--- config.mk ---
export PLATFORM = sky130hd
export DESIGN_NAME = spi_target_sync_flat
export DESIGN_NICKNAME = d
export VERILOG_FILES = /design/src/rtl/spi_pkg.sv /design/src/rtl/spi_target_sync_if.sv /design/src/rtl/spi_sync.sv /design/src/rtl/spi_target_sync.sv /design/src/flat_wrapper.sv
export SDC_FILE = /design/constraint.sdc
export NUM_CORES = 1
export LEC_CHECK = 0
export ABC_CLOCK_PERIOD_IN_PS = 2000
export CAP_MARGIN = 20
export CORE_UTILIZATION = 48
export DETAILED_ROUTE_END_ITERATION = 8
export PLACE_DENSITY = 0.79
export SLEW_MARGIN = 0
export SYNTH_ARGS = -nofsm -noshare
export SYNTH_HDL_FRONTEND = slang
export SYNTH_HIERARCHICAL = 1
export SYNTH_SLANG_ARGS = --single-unit
--- constraint.sdc ---
create_clock -name clk -period 2 [get_ports clk]
set_clock_uncertainty 0.05 [all_clocks]
set_input_delay 0.4 -clock clk [delete_from_list [all_inputs] [get_ports clk]]
set_output_delay 0.4 -clock clk [all_outputs]
set_load 0.02 [all_outputs]
--- src/rtl/spi_pkg.sv ---
// Shared definitions for the SPI target: default sizes and FSM state encoding.
package spi_pkg;

  localparam int DEF_DATA_W      = 8;
  localparam int DEF_SYNC_STAGES = 2;

  typedef enum logic [1:0] {
    IDLE    = 2'd0,
    LOAD    = 2'd1,
    SHIFT   = 2'd2,
    WAIT_CS = 2'd3
  } state_t;

endpackage

--- src/rtl/spi_target_sync_if.sv ---
// Parallel-side bus of the SPI target: tx word handshake, rx word and status pulses.
interface spi_target_sync_if #(
  parameter int DATA_W = spi_pkg::DEF_DATA_W
);

  logic [DATA_W-1:0] tx_data;
  logic              tx_valid;
  logic              tx_ready;
  logic [DATA_W-1:0] rx_data;
  logic              rx_valid;
  logic              underrun;
  logic              abort;
  logic              busy;

  modport master (
    output tx_data, tx_valid,
    input  tx_ready, rx_data, rx_valid, underrun, abort, busy
  );

  modport slave (
    input  tx_data, tx_valid,
    output tx_ready, rx_data, rx_valid, underrun, abort, busy
  );

endinterface

--- src/rtl/spi_sync.sv ---
// Single-bit multi-flop synchronizer with a selectable reset value.
module spi_sync #(
  parameter int   SYNC_STAGES = spi_pkg::DEF_SYNC_STAGES,
  parameter logic RST_VAL     = 1'b0
) (
  input  logic clk,
  input  logic rst,
  input  logic d,
  output logic q
);

  logic [SYNC_STAGES-1:0] chain;

  // Shift the asynchronous input through the flop chain
  always_ff @(posedge clk) begin
    if (rst) begin
      chain <= {SYNC_STAGES{RST_VAL}};
    end else begin
      chain[0] <= d;
      for (int i = 1; i < SYNC_STAGES; i++) begin
        chain[i] <= chain[i-1];
      end
    end
  end

  assign q = chain[SYNC_STAGES-1];

endmodule

--- src/rtl/spi_target_sync.sv ---
// SPI mode-0 target oversampled by the system clock, with a one-entry tx buffer.
module spi_target_sync
  import spi_pkg::*;
#(
  parameter int DATA_W      = DEF_DATA_W,
  parameter int SYNC_STAGES = DEF_SYNC_STAGES
) (
  input  logic clk,
  input  logic rst,
  input  logic sclk,
  input  logic cs,
  input  logic mosi,
  output logic miso,
  output logic miso_oe,
  spi_target_sync_if.slave bus
);

  localparam int                CNT_W    = (DATA_W > 2) ? $clog2(DATA_W) : 1;
  localparam logic [CNT_W-1:0]  LAST_BIT = CNT_W'(DATA_W - 1);
  localparam int                WAIT_W   = $clog2(SYNC_STAGES + 1);
  localparam logic [WAIT_W-1:0] FLUSHED  = WAIT_W'(SYNC_STAGES);

  state_t              state;
  logic                sclk_s, cs_s, mosi_s, sclk_q;
  logic                rise, fall;
  logic [DATA_W-1:0]   tx_sr, tx_buf, next_word, rx_next;
  logic [DATA_W-2:0]   rx_sr;
  logic                tx_full, tx_write;
  logic [CNT_W-1:0]    bit_cnt;
  logic [WAIT_W-1:0]   wait_cnt;
  logic                reload_pend, under_pend;
  logic                oe_r, rx_valid_r, underrun_r, abort_r;
  logic [DATA_W-1:0]   rx_data_r;

  spi_sync #(.SYNC_STAGES(SYNC_STAGES), .RST_VAL(1'b0)) u_sync_sclk (
    .clk(clk), .rst(rst), .d(sclk), .q(sclk_s));
  spi_sync #(.SYNC_STAGES(SYNC_STAGES), .RST_VAL(1'b1)) u_sync_cs (
    .clk(clk), .rst(rst), .d(cs), .q(cs_s));
  spi_sync #(.SYNC_STAGES(SYNC_STAGES), .RST_VAL(1'b0)) u_sync_mosi (
    .clk(clk), .rst(rst), .d(mosi), .q(mosi_s));

  assign rise      = sclk_s & ~sclk_q;
  assign fall      = ~sclk_s & sclk_q;
  assign tx_write  = bus.tx_valid & ~tx_full;
  // An empty buffer loads zeros so the master reads a clean all-zero word
  assign next_word = tx_full ? tx_buf : '0;
  assign rx_next   = {rx_sr, mosi_s};

  assign miso         = tx_sr[DATA_W-1];
  assign miso_oe      = oe_r;
  assign bus.tx_ready = ~tx_full;
  assign bus.rx_data  = rx_data_r;
  assign bus.rx_valid = rx_valid_r;
  assign bus.underrun = underrun_r;
  assign bus.abort    = abort_r;
  assign bus.busy     = (state != IDLE);

  // Control FSM, tx buffer and shift registers
  always_ff @(posedge clk) begin
    if (rst) begin
      state       <= WAIT_CS;
      wait_cnt    <= '0;
      sclk_q      <= 1'b0;
      tx_sr       <= '0;
      tx_full     <= 1'b0;
      bit_cnt     <= '0;
      reload_pend <= 1'b0;
      under_pend  <= 1'b0;
      oe_r        <= 1'b0;
      rx_data_r   <= '0;
      rx_valid_r  <= 1'b0;
      underrun_r  <= 1'b0;
      abort_r     <= 1'b0;
    end else begin
      sclk_q     <= sclk_s;
      rx_valid_r <= 1'b0;
      underrun_r <= 1'b0;
      abort_r    <= 1'b0;
      if (tx_write) begin
        tx_buf  <= bus.tx_data;
        tx_full <= 1'b1;
      end
      case (state)
        // Let the cs synchronizer flush its reset value before trusting it,
        // so a frame already running at reset is never picked up halfway
        WAIT_CS: begin
          if (wait_cnt != FLUSHED) begin
            wait_cnt <= wait_cnt + 1'b1;
          end else if (cs_s) begin
            state <= IDLE;
          end
        end
        IDLE: begin
          if (!cs_s) begin
            state <= LOAD;
          end
        end
        LOAD: begin
          tx_sr   <= next_word;
          oe_r    <= 1'b1;
          bit_cnt <= '0;
          state   <= SHIFT;
          if (tx_full) begin
            tx_full <= 1'b0;
          end else begin
            underrun_r <= 1'b1;
          end
        end
        SHIFT: begin
          if (cs_s) begin
            if (bit_cnt != '0) begin
              abort_r <= 1'b1;
            end
            state       <= IDLE;
            tx_sr       <= '0;
            oe_r        <= 1'b0;
            bit_cnt     <= '0;
            reload_pend <= 1'b0;
            under_pend  <= 1'b0;
          end else if (rise) begin
            rx_sr <= rx_next[DATA_W-2:0];
            // A boundary reload from an empty buffer only counts once the
            // master actually clocks the next frame
            if (under_pend) begin
              underrun_r <= 1'b1;
              under_pend <= 1'b0;
            end
            if (bit_cnt == LAST_BIT) begin
              bit_cnt     <= '0;
              rx_data_r   <= rx_next;
              rx_valid_r  <= 1'b1;
              reload_pend <= 1'b1;
            end else begin
              bit_cnt <= bit_cnt + 1'b1;
            end
          end else if (fall) begin
            if (reload_pend) begin
              reload_pend <= 1'b0;
              tx_sr       <= next_word;
              if (tx_full) begin
                tx_full <= 1'b0;
              end else begin
                under_pend <= 1'b1;
              end
            end else begin
              tx_sr <= {tx_sr[DATA_W-2:0], 1'b0};
            end
          end
        end
        default: state <= WAIT_CS;
      endcase
    end
  end

endmodule

--- src/flat_wrapper.sv ---
// flat-port wrapper written by rule: the top's interface ports become plain ports
module spi_target_sync_flat import spi_pkg::*;
#(
  parameter int DATA_W      = DEF_DATA_W,
  parameter int SYNC_STAGES = DEF_SYNC_STAGES
)
  (clk, rst, sclk, cs, mosi, miso, miso_oe, bus_tx_data, bus_tx_valid, bus_tx_ready, bus_rx_data, bus_rx_valid, bus_underrun, bus_abort, bus_busy);
  spi_target_sync_if #(.DATA_W(DATA_W)) bus_i ();
  input  logic clk;
  input  logic rst;
  input  logic sclk;
  input  logic cs;
  input  logic mosi;
  output logic miso;
  output logic miso_oe;
  input wire logic [$bits(bus_i.tx_data)-1:0] bus_tx_data;
  input wire logic [$bits(bus_i.tx_valid)-1:0] bus_tx_valid;
  output wire logic [$bits(bus_i.tx_ready)-1:0] bus_tx_ready;
  output wire logic [$bits(bus_i.rx_data)-1:0] bus_rx_data;
  output wire logic [$bits(bus_i.rx_valid)-1:0] bus_rx_valid;
  output wire logic [$bits(bus_i.underrun)-1:0] bus_underrun;
  output wire logic [$bits(bus_i.abort)-1:0] bus_abort;
  output wire logic [$bits(bus_i.busy)-1:0] bus_busy;
  assign bus_i.tx_data = bus_tx_data;
  assign bus_i.tx_valid = bus_tx_valid;
  assign bus_tx_ready = bus_i.tx_ready;
  assign bus_rx_data = bus_i.rx_data;
  assign bus_rx_valid = bus_i.rx_valid;
  assign bus_underrun = bus_i.underrun;
  assign bus_abort = bus_i.abort;
  assign bus_busy = bus_i.busy;
  spi_target_sync #(.DATA_W(DATA_W), .SYNC_STAGES(SYNC_STAGES)) u_core (.clk(clk), .rst(rst), .sclk(sclk), .cs(cs), .mosi(mosi), .miso(miso), .miso_oe(miso_oe), .bus(bus_i));
endmodule
==> results.txt <==
Final Cycle Share = 0.9220
Core area = 0.004115 mm^2
Root Driver = clkbuf_8
Nature of the critical path endpoint = output port
Post-Layout Cell Count = 279
WL final = 3550 um
Pwr Density = 1111 mW/mm^2
Via density per instance = 5.301
Clock period minus final worst setup slack = 1844 ps
RSZ-0062 raised after global routing = no
Arrival time worst endpoint = 1390 ps
Gate Count Post-Synth = 197
Rows = 23
Fillcell total = 359
WL/cell = 12.72 um
Buf/Inv on CP = 3
Max Transition Viols Final = 0
Worst path depth = 4
WS Path Type = reg2out
GP Congestion = 0.7546
Hold Path Stages = 1
Vias = 1479
Flop2flop setup slack = 200 ps
TritonCTS clock tree = done
CP max FO = 4
Vias in the first global route = 1281
Drt first pass iters = 4
CP max stage cell = dfxtp_1
CP required = 1550 ps
DRC violations left = 0
Fin nets = 251
H-tree level count = 2
CTS Buffer Depth = 2
Remaining antenna violation count = 0
Static Leakage = 0.0009829 uW
Post-Syn Nets = 220
Hold Buf Count CTS = 0
Power Total = 2829 uW
Final hold vios = 0
Async set-reset flop share out of synthesis = 0
DP HPWL = 2461 um
Clock slew at reported path FFs = 90 ps
Full die area = 0.004704 mm^2
Largest net degree at the start of global routing = 20
Crit-path cells = inv_1, ha_1, inv_1, dlygate4sd2_1
Fin Setup TNS = 0 ps
Maximum vdd drop = 0.0005692 V
Synth Cell Area = 0.002128 mm^2
First-pass GRT wire length = 5892 um
Crit-path max cell delay = 400 ps
Die X = 68.59 um
I/O pin total = 29
Share of cells above drive strength 1 = 0.07424
TritonCTS Sinks = 52
I/O Buffers = 28
Initial antenna violation count = 0
Hold Crit Class = reg2reg
CTS Buf Count = 5
Post-CTS Setup Bufs = 0
Worst-margin pin slew = 636.9 ps
Yosys reg bits = 52
Crit path top cell by count = inv_1
CP delay by family, top = buffers and inverters
DR iter-0 viols = 81
Grt ovf = 0
# setup viols final = 0
F_max = 0.5423 GHz
Clk_lat worst skew = 300 ps
Ys Warns = 6
Count of different cell masters after synthesis = 39
Die height = 68.59 um
Main synth FF type = dfxtp_1
Gr usage total = 0.1758
Syn_area_per_cell = 10.80 um^2
Ant. Diodes = 0
Initial Utilization = 0.5172
Max Cap Viol = 0
Status = completed
Layout area overhead = 19.58%
Reg2Reg Depth = 5
DP Cell Count = 271
Final Util = 0.6184
Register area share after synthesis = 0.5597
Post-synth EDFFs = 15
CP Launch Type = register
Slew margin rel. = 0.5731
-- logic make-up (layout without fill, tap and decap cells) --
family,Yosys count,after routing,synth area share
simple gates,74,74,0.1899
flops,52,52,0.5597
compound gates,34,34,0.1117
buf+inv,19,51,0.04409
fa+ha+maj,9,9,0.05291
mux,8,8,0.03763
xor+xnor,1,1,0.004116
-- placed cells by master, fill, tap and decap left out, types with 2 or more instances in the layout --
| cell type | count |
|---|---|
| a211o_1 | 3 |
| a211oi_1 | 8 |
| a21oi_1 | 10 |
| a22o_1 | 2 |
| buf_4 | 5 |
| clkbuf_8 | 6 |
| clkdlybuf4s50_1 | 27 |
| dfxtp_1 | 37 |
| edfxtp_1 | 15 |
| ha_1 | 9 |
| inv_1 | 10 |
| mux2i_1 | 8 |
| nand2_1 | 3 |
| nand3_1 | 7 |
| nand3b_1 | 7 |
| nand4b_1 | 2 |
| nor2_1 | 24 |
| nor2b_1 | 11 |
| nor3_1 | 10 |
| o21ai_0 | 3 |
| or2_1 | 2 |
-- layer usage --
layer | share of wire | global-route usage | wire (um)
met2 | 0.44 | 0.2659 | 1555
met5 | 0 | 0 | 0
met1 | 0.50 | 0.2293 | 1766
met4 | 0.023 | 0.1016 | 80
met3 | 0.042 | 0.03947 | 148
-- Yosys cell counts (3+ instances only) --
cell type,number,share of area
mux2i_1,8,0.038
buf_4,3,0.011
nand3_1,7,0.016
inv_1,10,0.018
ha_1,9,0.053
nor2_1,24,0.042
a211o_1,3,0.012
o21ai_0,3,0.0071
dfxtp_1,37,0.35
nor2b_1,11,0.032
nand2_1,3,0.0053
edfxtp_1,15,0.21
nand3b_1,7,0.025
buf_2,3,0.0071
a211oi_1,8,0.028
nor3_1,10,0.024
a21oi_1,10,0.024
-- stage by stage --
step / hold slack, ps / area (um^2) / worst slack, ps
detailed placement: 352.5 / 2452 / 201.9
finish: 366.2 / 2545 / 156.0
CTS: 373.8 / 2545 / 137.6
global placement: 335.1 / 2452 / 219.0
global route: 395.2 / 2545 / 19.95
floorplan: 333.2 / 2128 / 368.4
-- layout make-up --
cell class | instances | area [um^2] | area share
Inverter | 10 | 37.54 | 0.01475
Multi-Input combinational cell | 126 | 843.3 | 0.3314
Sequential cell | 52 | 1191 | 0.4680
Clock buffer | 7 | 86.33 | 0.03392
Timing Repair Buffer | 33 | 316.6 | 0.1244
Clock inverter | 1 | 7.507 | 0.002950
Tap cell | 50 | 62.56 | 0.02458
-- repair_timing --
item,in CTS,in global routing
resized for setup,1,0
hold endpoints to repair,0,0
setup endpoints to repair,1,0
-- worst paths after layout --
check                                       startpoint                              endpoint
setup / recovery          u_core/state[0]$_SDFFE_PP1P_                              bus_busy
hold / removal    u_core/u_sync_cs/chain[0]$_SDFF_PP1_  u_core/u_sync_cs/chain[1]$_SDFF_PP1_
setup reg to reg          u_core/state[0]$_SDFFE_PP1P_    u_core/bus.rx_data[2]$_SDFFE_PP0P_
hold reg to reg   u_core/u_sync_cs/chain[0]$_SDFF_PP1_  u_core/u_sync_cs/chain[1]$_SDFF_PP1_
-- where the power goes --
part	internal, uW	switching (uW)	total [uW]
sequential	1240	91.4	1330
clock	281	316	597
combinational	380	522	902
-- registers in the layout, summed over array words and instances, names as in the netlist, 3 cells and up --
register,count
u_core/bus.rx_data,8
u_core/bit_cnt,3
u_core/tx_sr,8
u_core/rx_sr,7
u_core/tx_buf,8
Note: power is estimated with default switching activity, not from simulation.
==> edit, RTL diff (same flow settings) <==
Set the package constant `DEF_SYNC_STAGES` to 1 (it was 2).
--- a/src/rtl/spi_pkg.sv
+++ b/src/rtl/spi_pkg.sv
@@ -2,7 +2,7 @@
 package spi_pkg;
 
   localparam int DEF_DATA_W      = 8;
-  localparam int DEF_SYNC_STAGES = 2;
+  localparam int DEF_SYNC_STAGES = 1;
 
   typedef enum logic [1:0] {
     IDLE    = 2'd0,
Formal check against the unedited RTL: not equivalent (a bounded check fails within 4 cycles, from zero or initial values and one cycle with rst high).
==> edit against the original RTL <==
Worst hold slack improved by 36 ps. Synthesized cell count decreased by 7.1%. Maximum frequency decreased by 0.31%. Power decreased by 14%. Largest cell class unchanged. Sequential cell count decreased by 4. Highest routed layer unchanged. Area after synthesis decreased by 3.5%. Critical endpoint unchanged. Critical path type unchanged. Die area decreased by 3.4%. Setup slack got worse by 5.7 ps. Count of clock-buffer cells in the layout decreased by 1. Combinational power decreased by 25%. Final area decreased by 2.3%. Wire length decreased by 1.2%.
==> edit: results <==
set metrics [dict create \
    status "finished clean" \
    hold_start "u_core/u_sync_mosi/q" \
    grt_max_degree 23 \
    whs_path_depth 0 \
    yosys.area_share.xor_xnor_pct 0 \
    yosys.cell_types.count 44 \
    layout-drive-gt1-share_pct 12.5 \
    syn_nets 204 \
    hold_ws_ps 403 \
    worst_slew_pin_slew_ps 466 \
    ys_seq_area_share_pct 54.1 \
    synth_adder_area_share_pct 4.26 \
    synth-compound-area-share_pct 12.7 \
    reg2reg_to "u_core/bus.rx_data[4]" \
    nets 236 \
    routed_wl_um 3510 \
    dp_slack_ps 164 \
    grt_first_pass_wirelength_um 5890 \
    num_vias 1388 \
    r2r_slack_ps 300 \
    gp_congestion 0.790 \
    min_to "u_core/rx_sr[0]" \
    drt_iter0_drc 62 \
    synthMuxAreaShare_pct 3.90 \
    grt_pass1_vias 1276 \
    dp_hpwl_um 2460 \
]
==> edit: changes by cell type after synthesis, moves of 3 or more <==
cell     delta
o21ai_1     +3
a211o_1     -3
nor3_2      +3
nor2b_1     -7
dfxtp_1     -4
nor3_1      -3
==> edit: metrics by stage <==
step	cells	utilization [%]
floorplan	183	-
global placement	258	58.9
detailed placement	258	58.9
CTS	266	61.3
global route	266	61.3
finish	266	61.3
==> edit: layer usage <==
layer  up-vias  routed length, um  share of wire [%]  global-route usage, %
met3         5                162                4.6                   4.05
met1       628               1650                 47                   25.1
met4         0                 58                1.7                   10.4
li1        716                  -                  -                      -
met5         -                  0                  0                      0
met2        39               1630                 47                   25.4
==> edit: worst max path at each step <==
stage	end	slack, ps	depth (start not counted)
after floorplan	u_core/rx_sr[0]	490	4
after global placement	u_core/tx_buf[6]	190	3
after detailed placement	u_core/tx_buf[6]	160	3
after CTS	bus_busy	140	4
after global routing	bus_busy	60	4
final	bus_busy	150	4
==> edit: logic make-up after synthesis <==
logic type | Yosys count
muxes | 8
buffers and inverters | 19
and+or+nand+nor | 67
DFF | 48
AOI/OAI and AO/OA | 34
adders and majority gates | 7
==> edit: timing repair <==
action	CTS	global route
resized for setup	1	0
hold buffers	0	0
setup endpoints to repair	1	0
endpoints found under the hold margin	0	0
==> edit: report_power, final <==
part	switching, uW	internal [uW]
registers	59.1	1110
clock network	320	280
logic	379	293
==> edit: cell type report <==
class / count / area [um2]
Multi-Input combinational cell: 116 / 837
Fill cell: 335 / 1570
Timing Repair Buffer: 35 / 344
Inverter: 9 / 33.8
Tap cell: 50 / 62.6
Clock inverter: 2 / 15.0
Sequential cell: 48 / 1110
Clock buffer: 6 / 82.6
